**src/rtl/fifo_pkg.sv**
```systemverilog
// Shared default constants for the FIFO controller, the FIFO top and its bench.
package fifo_pkg;

    localparam int unsigned FIFO_DEPTH_BITS    = 8;
    localparam int unsigned FIFO_WIDTH         = 4;
    localparam int unsigned FIFO_ALMOST_MARGIN = 1;

endpackage

```
**src/rtl/fifo_ptr.sv**
```systemverilog
// Wrap-bit pointer counter: DEPTH address bits plus one wrap bit, rolls over naturally.
module fifo_ptr
    import fifo_pkg::*;
#(
    parameter int unsigned DEPTH = FIFO_DEPTH_BITS
) (
    input  logic           clock,
    input  logic           reset,
    input  logic           inc,
    output logic [DEPTH:0] ptr
);

    localparam int unsigned PW = DEPTH + 1;

    always_ff @(posedge clock) begin
        if (reset) begin
            ptr <= '0;
        end else if (inc) begin
            ptr <= ptr + PW'(1);
        end
    end

endmodule

```
**src/rtl/fifo_ctrl.sv**
```systemverilog
// Synchronous FIFO controller: pointer/count bookkeeping, RAM enables/addresses and
// registered capture of the RAM's combinational read data.
module fifo_ctrl
    import fifo_pkg::*;
#(
    parameter int unsigned DEPTH         = FIFO_DEPTH_BITS,
    parameter int unsigned WIDTH         = FIFO_WIDTH,
    parameter int unsigned ALMOST_MARGIN = FIFO_ALMOST_MARGIN
) (
    input  logic             clock,
    input  logic             reset,
    input  logic             push,
    input  logic [WIDTH-1:0] write_data_in,
    input  logic             pop,
    output logic [WIDTH-1:0] data_out,
    output logic             data_out_valid,
    output logic             full,
    output logic             empty,
    output logic             almost_full,
    output logic             almost_empty,
    output logic [DEPTH:0]   count,
    output logic             overflow,
    output logic             underflow,
    output logic             ram_write_enable,
    output logic             ram_valid_write,
    output logic [DEPTH-1:0] ram_write_address,
    output logic [WIDTH-1:0] ram_write_data,
    output logic             ram_read_enable,
    output logic [DEPTH-1:0] ram_read_address,
    input  logic [WIDTH-1:0] ram_read_data
);

    localparam int unsigned CW = DEPTH + 1;
    localparam logic [CW-1:0] CAPACITY = CW'(2 ** DEPTH);
    localparam logic [CW-1:0] AF_LEVEL = CW'(2 ** DEPTH - ALMOST_MARGIN);
    localparam logic [CW-1:0] AE_LEVEL = CW'(ALMOST_MARGIN);

    logic          push_ok;
    logic          pop_ok;
    logic [DEPTH:0] wptr;
    logic [DEPTH:0] rptr;
    logic [DEPTH:0] next_count;

    // A pop frees a slot in the same cycle, so push-while-full is legal alongside a pop.
    assign pop_ok  = !reset && pop && !empty;
    assign push_ok = !reset && push && (!full || pop_ok);

    fifo_ptr #(.DEPTH(DEPTH)) u_wptr (
        .clock (clock),
        .reset (reset),
        .inc   (push_ok),
        .ptr   (wptr)
    );

    fifo_ptr #(.DEPTH(DEPTH)) u_rptr (
        .clock (clock),
        .reset (reset),
        .inc   (pop_ok),
        .ptr   (rptr)
    );

    assign ram_write_enable  = !push_ok;
    assign ram_valid_write   = push_ok;
    assign ram_write_address = wptr[DEPTH-1:0];
    assign ram_write_data    = write_data_in;
    assign ram_read_enable   = !pop_ok;
    assign ram_read_address  = rptr[DEPTH-1:0];

    always_comb begin
        next_count = count;
        if (push_ok && !pop_ok) begin
            next_count = count + CW'(1);
        end else if (pop_ok && !push_ok) begin
            next_count = count - CW'(1);
        end
    end

    // Flags are registered from next_count so no push/pop path reaches them combinationally.
    always_ff @(posedge clock) begin
        if (reset) begin
            count          <= '0;
            empty          <= 1'b1;
            almost_empty   <= 1'b1;
            full           <= 1'b0;
            almost_full    <= 1'b0;
            data_out       <= '0;
            data_out_valid <= 1'b0;
            overflow       <= 1'b0;
            underflow      <= 1'b0;
        end else begin
            count          <= next_count;
            empty          <= (next_count == '0);
            full           <= (next_count == CAPACITY);
            almost_full    <= (next_count >= AF_LEVEL);
            almost_empty   <= (next_count <= AE_LEVEL);
            data_out_valid <= pop_ok;
            overflow       <= push && !push_ok;
            underflow      <= pop && !pop_ok;
            if (pop_ok) begin
                data_out <= ram_read_data;
            end
        end
    end

    // Pointer distance must always equal the occupancy count (wrap bit disambiguates full).
    ptr_count_agree: assert property (@(posedge clock) disable iff (reset)
        (CW'(wptr - rptr) == count));

endmodule
```
**config.mk**
```make
export PLATFORM = sky130hd
export DESIGN_NAME = fifo_ctrl
export DESIGN_NICKNAME = d
export VERILOG_FILES = /design/src/rtl/fifo_pkg.sv /design/src/rtl/fifo_ptr.sv /design/src/rtl/fifo_ctrl.sv
export SDC_FILE = /design/constraint.sdc
export NUM_CORES = 1
export LEC_CHECK = 0
export CAP_MARGIN = 10
export CORE_MARGIN = 5
export CORE_UTILIZATION = 60
export DETAILED_ROUTE_END_ITERATION = 10
export DONT_BUFFER_PORTS = 1
export PLACE_DENSITY = 0.76
export SLEW_MARGIN = 0
export SYNTH_ARGS = -nofsm -noshare
export SYNTH_HDL_FRONTEND = slang
export SYNTH_SLANG_ARGS = --single-unit
```
**constraint.sdc**
```tcl
create_clock -name clock -period 2.2 [get_ports clock]
set_input_delay 0.22 -clock clock [delete_from_list [all_inputs] [get_ports clock]]
set_output_delay 0.22 -clock clock [all_outputs]
set_load 0.01 [all_outputs]
```
==> results.json <==
{
  "post-dp-hpwl_um": 2910,
  "power_frac_clock_pct": 21.8,
  "critPathKind": "reg -> reg",
  "worst_hold_path.endpoint": "count[1]",
  "power.share.combinational_pct": 29.3,
  "die_area_um2": 4000,
  "floorplan.rows": 19,
  "synthCells": 194,
  "cts_tree": "done",
  "filler_cell_count_in_the_final_layout": 202,
  "cp_data_arrival_time_ns": 2.40,
  "area_delta_synth_final_pct": 23.7,
  "port_buffers": 0,
  "ys_seq_elements": 36,
  "cap_viol_max_count": 0,
  "clock_tree.buffer_depth": 2,
  "grt_start_max_net_pins": 24,
  "endpoint_kind": "flip-flop",
  "crit-reg2reg-capture": "count[6]",
  "antenna_cells": 0,
  "grt_first_pass_wirelength_um": 6890,
  "cp_data_required_time_ns": 2.44,
  "power.total_uw": 1630,
  "worst_r2r_startpoint": "count[3]",
  "drt_wl_total_um": 4340,
  "cts-root-buf": "sky130_fd_sc_hd__clkbuf_4",
  "setup_viol": 0,
  "die_width_um": 63.3,
  "drt-initial-drc-count": 115,
  "via_count": 1520,
  "final.hold.worst_slack_ns": 0.0726,
  "slew_headroom_pct": 72.9,
  "synth_area_leader_cell": "sky130_fd_sc_hd__dfxtp_1",
  "synth_seq_area_share_pct": 42.4,
  "r2r_cells": 6,
  "gp_congestion": 0.899,
  "post_drt_via_cell_ratio": 5.89,
  "irDropWorstVdd_uv": 639,
  "layout-drive-gt1-share_pct": 19.8,
  "internal-power_uw": 1070,
  "detailed_place.area_um2": 1740,
  "min_period_ns": 2.16,
  "worst-slew-pin-transition_ns": 0.406,
  "power.static_leakage_uw": 0.000897,
  "share_seq_of_total_power_pct": 48.9,
  "finish.cell_count_without_fillers": 258,
  "hold_path_class": "in -> reg",
  "numCtsBuffers": 5,
  "grt_setup_unrepaired": "true",
  "critPathLaunchType": "flip-flop",
  "count_of_flip_flops_with_a_built_in_enable_after_synthesis": 0,
  "finalInstanceArea_um2": 2100,
  "syn-cell-area_um2": 1700,
  "multi_input_area_um2": 916,
  "yosys_most_used_dff": "sky130_fd_sc_hd__dfxtp_1",
  "postSynthNetCount": 210,
  "routedWlPerCell_um": 16.8,
  "timing.final.crit_share_pct": 98.1,
  "start_util_pct": 62.2,
  "worstPathMaxFanout": 3,
  "cts.clk_slew.worst_paths_ns": 0.11,
  "cts.sinks": 36,
  "htree_num_levels": 2,
  "syn_avg_cell_area_um2": 8.77,
  "post-route-util_pct": 77.0,
  "globalRouteOverflowTotal": 0,
  "power.switching_fraction_pct": 34.4,
  "report.final.hold_viol_count": 0,
  "hp-start": "reset",
  "layout_common_cells": "sky130_fd_sc_hd__dfxtp_1, sky130_fd_sc_hd__nor2_1, sky130_fd_sc_hd__dlygate4sd3_1, sky130_fd_sc_hd__nand2_1, sky130_fd_sc_hd__buf_4",
  "area.sequential_um2": 729,
  "slew_violations": 0,
  "grt_use_total_pct": 21.6,
  "ios": 55,
  "design.final.nets": 242,
  "dr_drc_count": 0,
  "dr.pass1.iters": 4,
  "whs_path_depth": 2,
  "switchingPower_uw": 562,
  "yosysWarnings": 0,
  "setup.reg_to_reg.worst_slack_ns": 0.04,
  "post_synth_num_cell_types": 42,
  "antenna_found_initial": 0,
  "status": "complete, no violations",
  "final_common_cell": "sky130_fd_sc_hd__dfxtp_1",
  "clock-skew-final_ns": 0.00960,
  "numPlacedInstances": 224,
  "chipHeight_um": 63.3,
  "netlist_top_cells_area": "sky130_fd_sc_hd__dfxtp_1, sky130_fd_sc_hd__xor2_1, sky130_fd_sc_hd__nor2_1",
  "core-area_um2": 2730,
  "cellPowerDensity_nw_per_um2": 776,
  "vias_in_the_first_global_route": 1418,
  "synth_top_area_share_pct": 42.4,
  "async_flop_share_pct": 0,
  "route.antenna.remaining_nets": 0,
  "clock_latency_ns": 0.35,
  "max_freq_ghz": 0.463
}
[metal layers]
layer	global-route usage [%]	share of wire (%)	vias to the layer above
met5	0	0	-
met4	8.83	2.5	0
met3	7.28	10	14
met2	35.0	47	70
met1	26.0	40	711
li1	-	-	725
[worst max path at each step]
stage / depth (start not counted) / to / from / slack [ns]
after floorplan: 5 / almost_empty / count[2] / 0.28
after global placement: 7 / almost_full / empty / 0.13
after detailed placement: 7 / almost_full / empty / 0.11
after CTS: 7 / count[4] / count[1] / 0.02
after global routing: 7 / almost_full / count[3] / -0.05
final: 6 / count[6] / count[3] / 0.04
[registers in the layout, summed over array words and instances (netlist names), 4 cells and up]
name / cells
count: 9
data_out: 4
u_rptr.ptr: 8
u_wptr.ptr: 8
[worst max-delay path, cell delays in order, from the launching register on]
cell and delay, ns:
sky130_fd_sc_hd__dfxtp_2 0.34, sky130_fd_sc_hd__or4_4 0.55, sky130_fd_sc_hd__nor4b_4 0.24, sky130_fd_sc_hd__a31oi_2 0.09
sky130_fd_sc_hd__xor2_2 0.23, sky130_fd_sc_hd__nor2_1 0.05, sky130_fd_sc_hd__dlygate4sd3_1 0.55
[final cells by class]
| class | count | share of cell area (%) |
|---|---|---|
| well taps | 31 | 1.84 |
| repair buffers | 37 | 15.9 |
| clock buffers | 5 | 1.78 |
| inverters | 8 | 1.43 |
| clock inverters | 3 | 0.892 |
| flip-flops and latches | 36 | 34.7 |
| multi-input cells | 138 | 43.5 |
[cells by family after synthesis]
group	count (synthesis)	share of synthesized area (%)
and+or+nand+nor	90	28.2
DFF	36	42.4
AOI/OAI and AO/OA	24	9.71
xor gates and xnor gates	20	10.3
buffers and inverters	20	6.54
adders and majority gates	4	2.94
[power by group through the flow]
| stage | combinational (µW) | clock [µW] | sequential (µW) |
|---|---|---|---|
| 2_1_floorplan | 275 | 0 | 811 |
| 3_3_place_gp | 374 | 0 | 803 |
| 3_5_place_dp | 383 | 0 | 806 |
| 4_1_cts | 423 | 365 | 792 |
| 5_1_grt | 524 | 404 | 808 |
| 6_report | 478 | 356 | 799 |
[cells in the mapped netlist, types with 2 or more instances]
cell type	number
sky130_fd_sc_hd__dfxtp_1	36
sky130_fd_sc_hd__nor2_1	24
sky130_fd_sc_hd__nand2_1	20
sky130_fd_sc_hd__xor2_1	14
sky130_fd_sc_hd__inv_1	7
sky130_fd_sc_hd__nand3_1	7
sky130_fd_sc_hd__nor3_1	7
sky130_fd_sc_hd__a21oi_1	6
sky130_fd_sc_hd__and3_1	6
sky130_fd_sc_hd__xnor2_1	6
sky130_fd_sc_hd__buf_4	5
sky130_fd_sc_hd__clkbuf_1	5
sky130_fd_sc_hd__nand4_1	5
sky130_fd_sc_hd__ha_1	4
sky130_fd_sc_hd__nor4_1	4
sky130_fd_sc_hd__a31oi_1	3
sky130_fd_sc_hd__o21a_1	3
sky130_fd_sc_hd__o21ai_0	3
sky130_fd_sc_hd__a32oi_1	2
sky130_fd_sc_hd__nor4b_1	2
sky130_fd_sc_hd__o31ai_1	2
sky130_fd_sc_hd__or2_2	2
sky130_fd_sc_hd__or3_1	2
[per-stage QoR]
step,setup TNS [ns],setup WS (ns)
final,0,0.0413
after global routing,-0.132,-0.0525
after CTS,0,0.0248
after detailed placement,0,0.113
after global placement,0,0.134
after floorplan,0,0.283
[what timing repair did]
item,4_1_cts,5_1_grt
hold endpoints to repair,27,2
setup buffers,0,5
setup endpoints to repair,0,12
hold buffers,20,2
resized for setup,0,15
No activity file was read; power rests on OpenSTA's default activity.
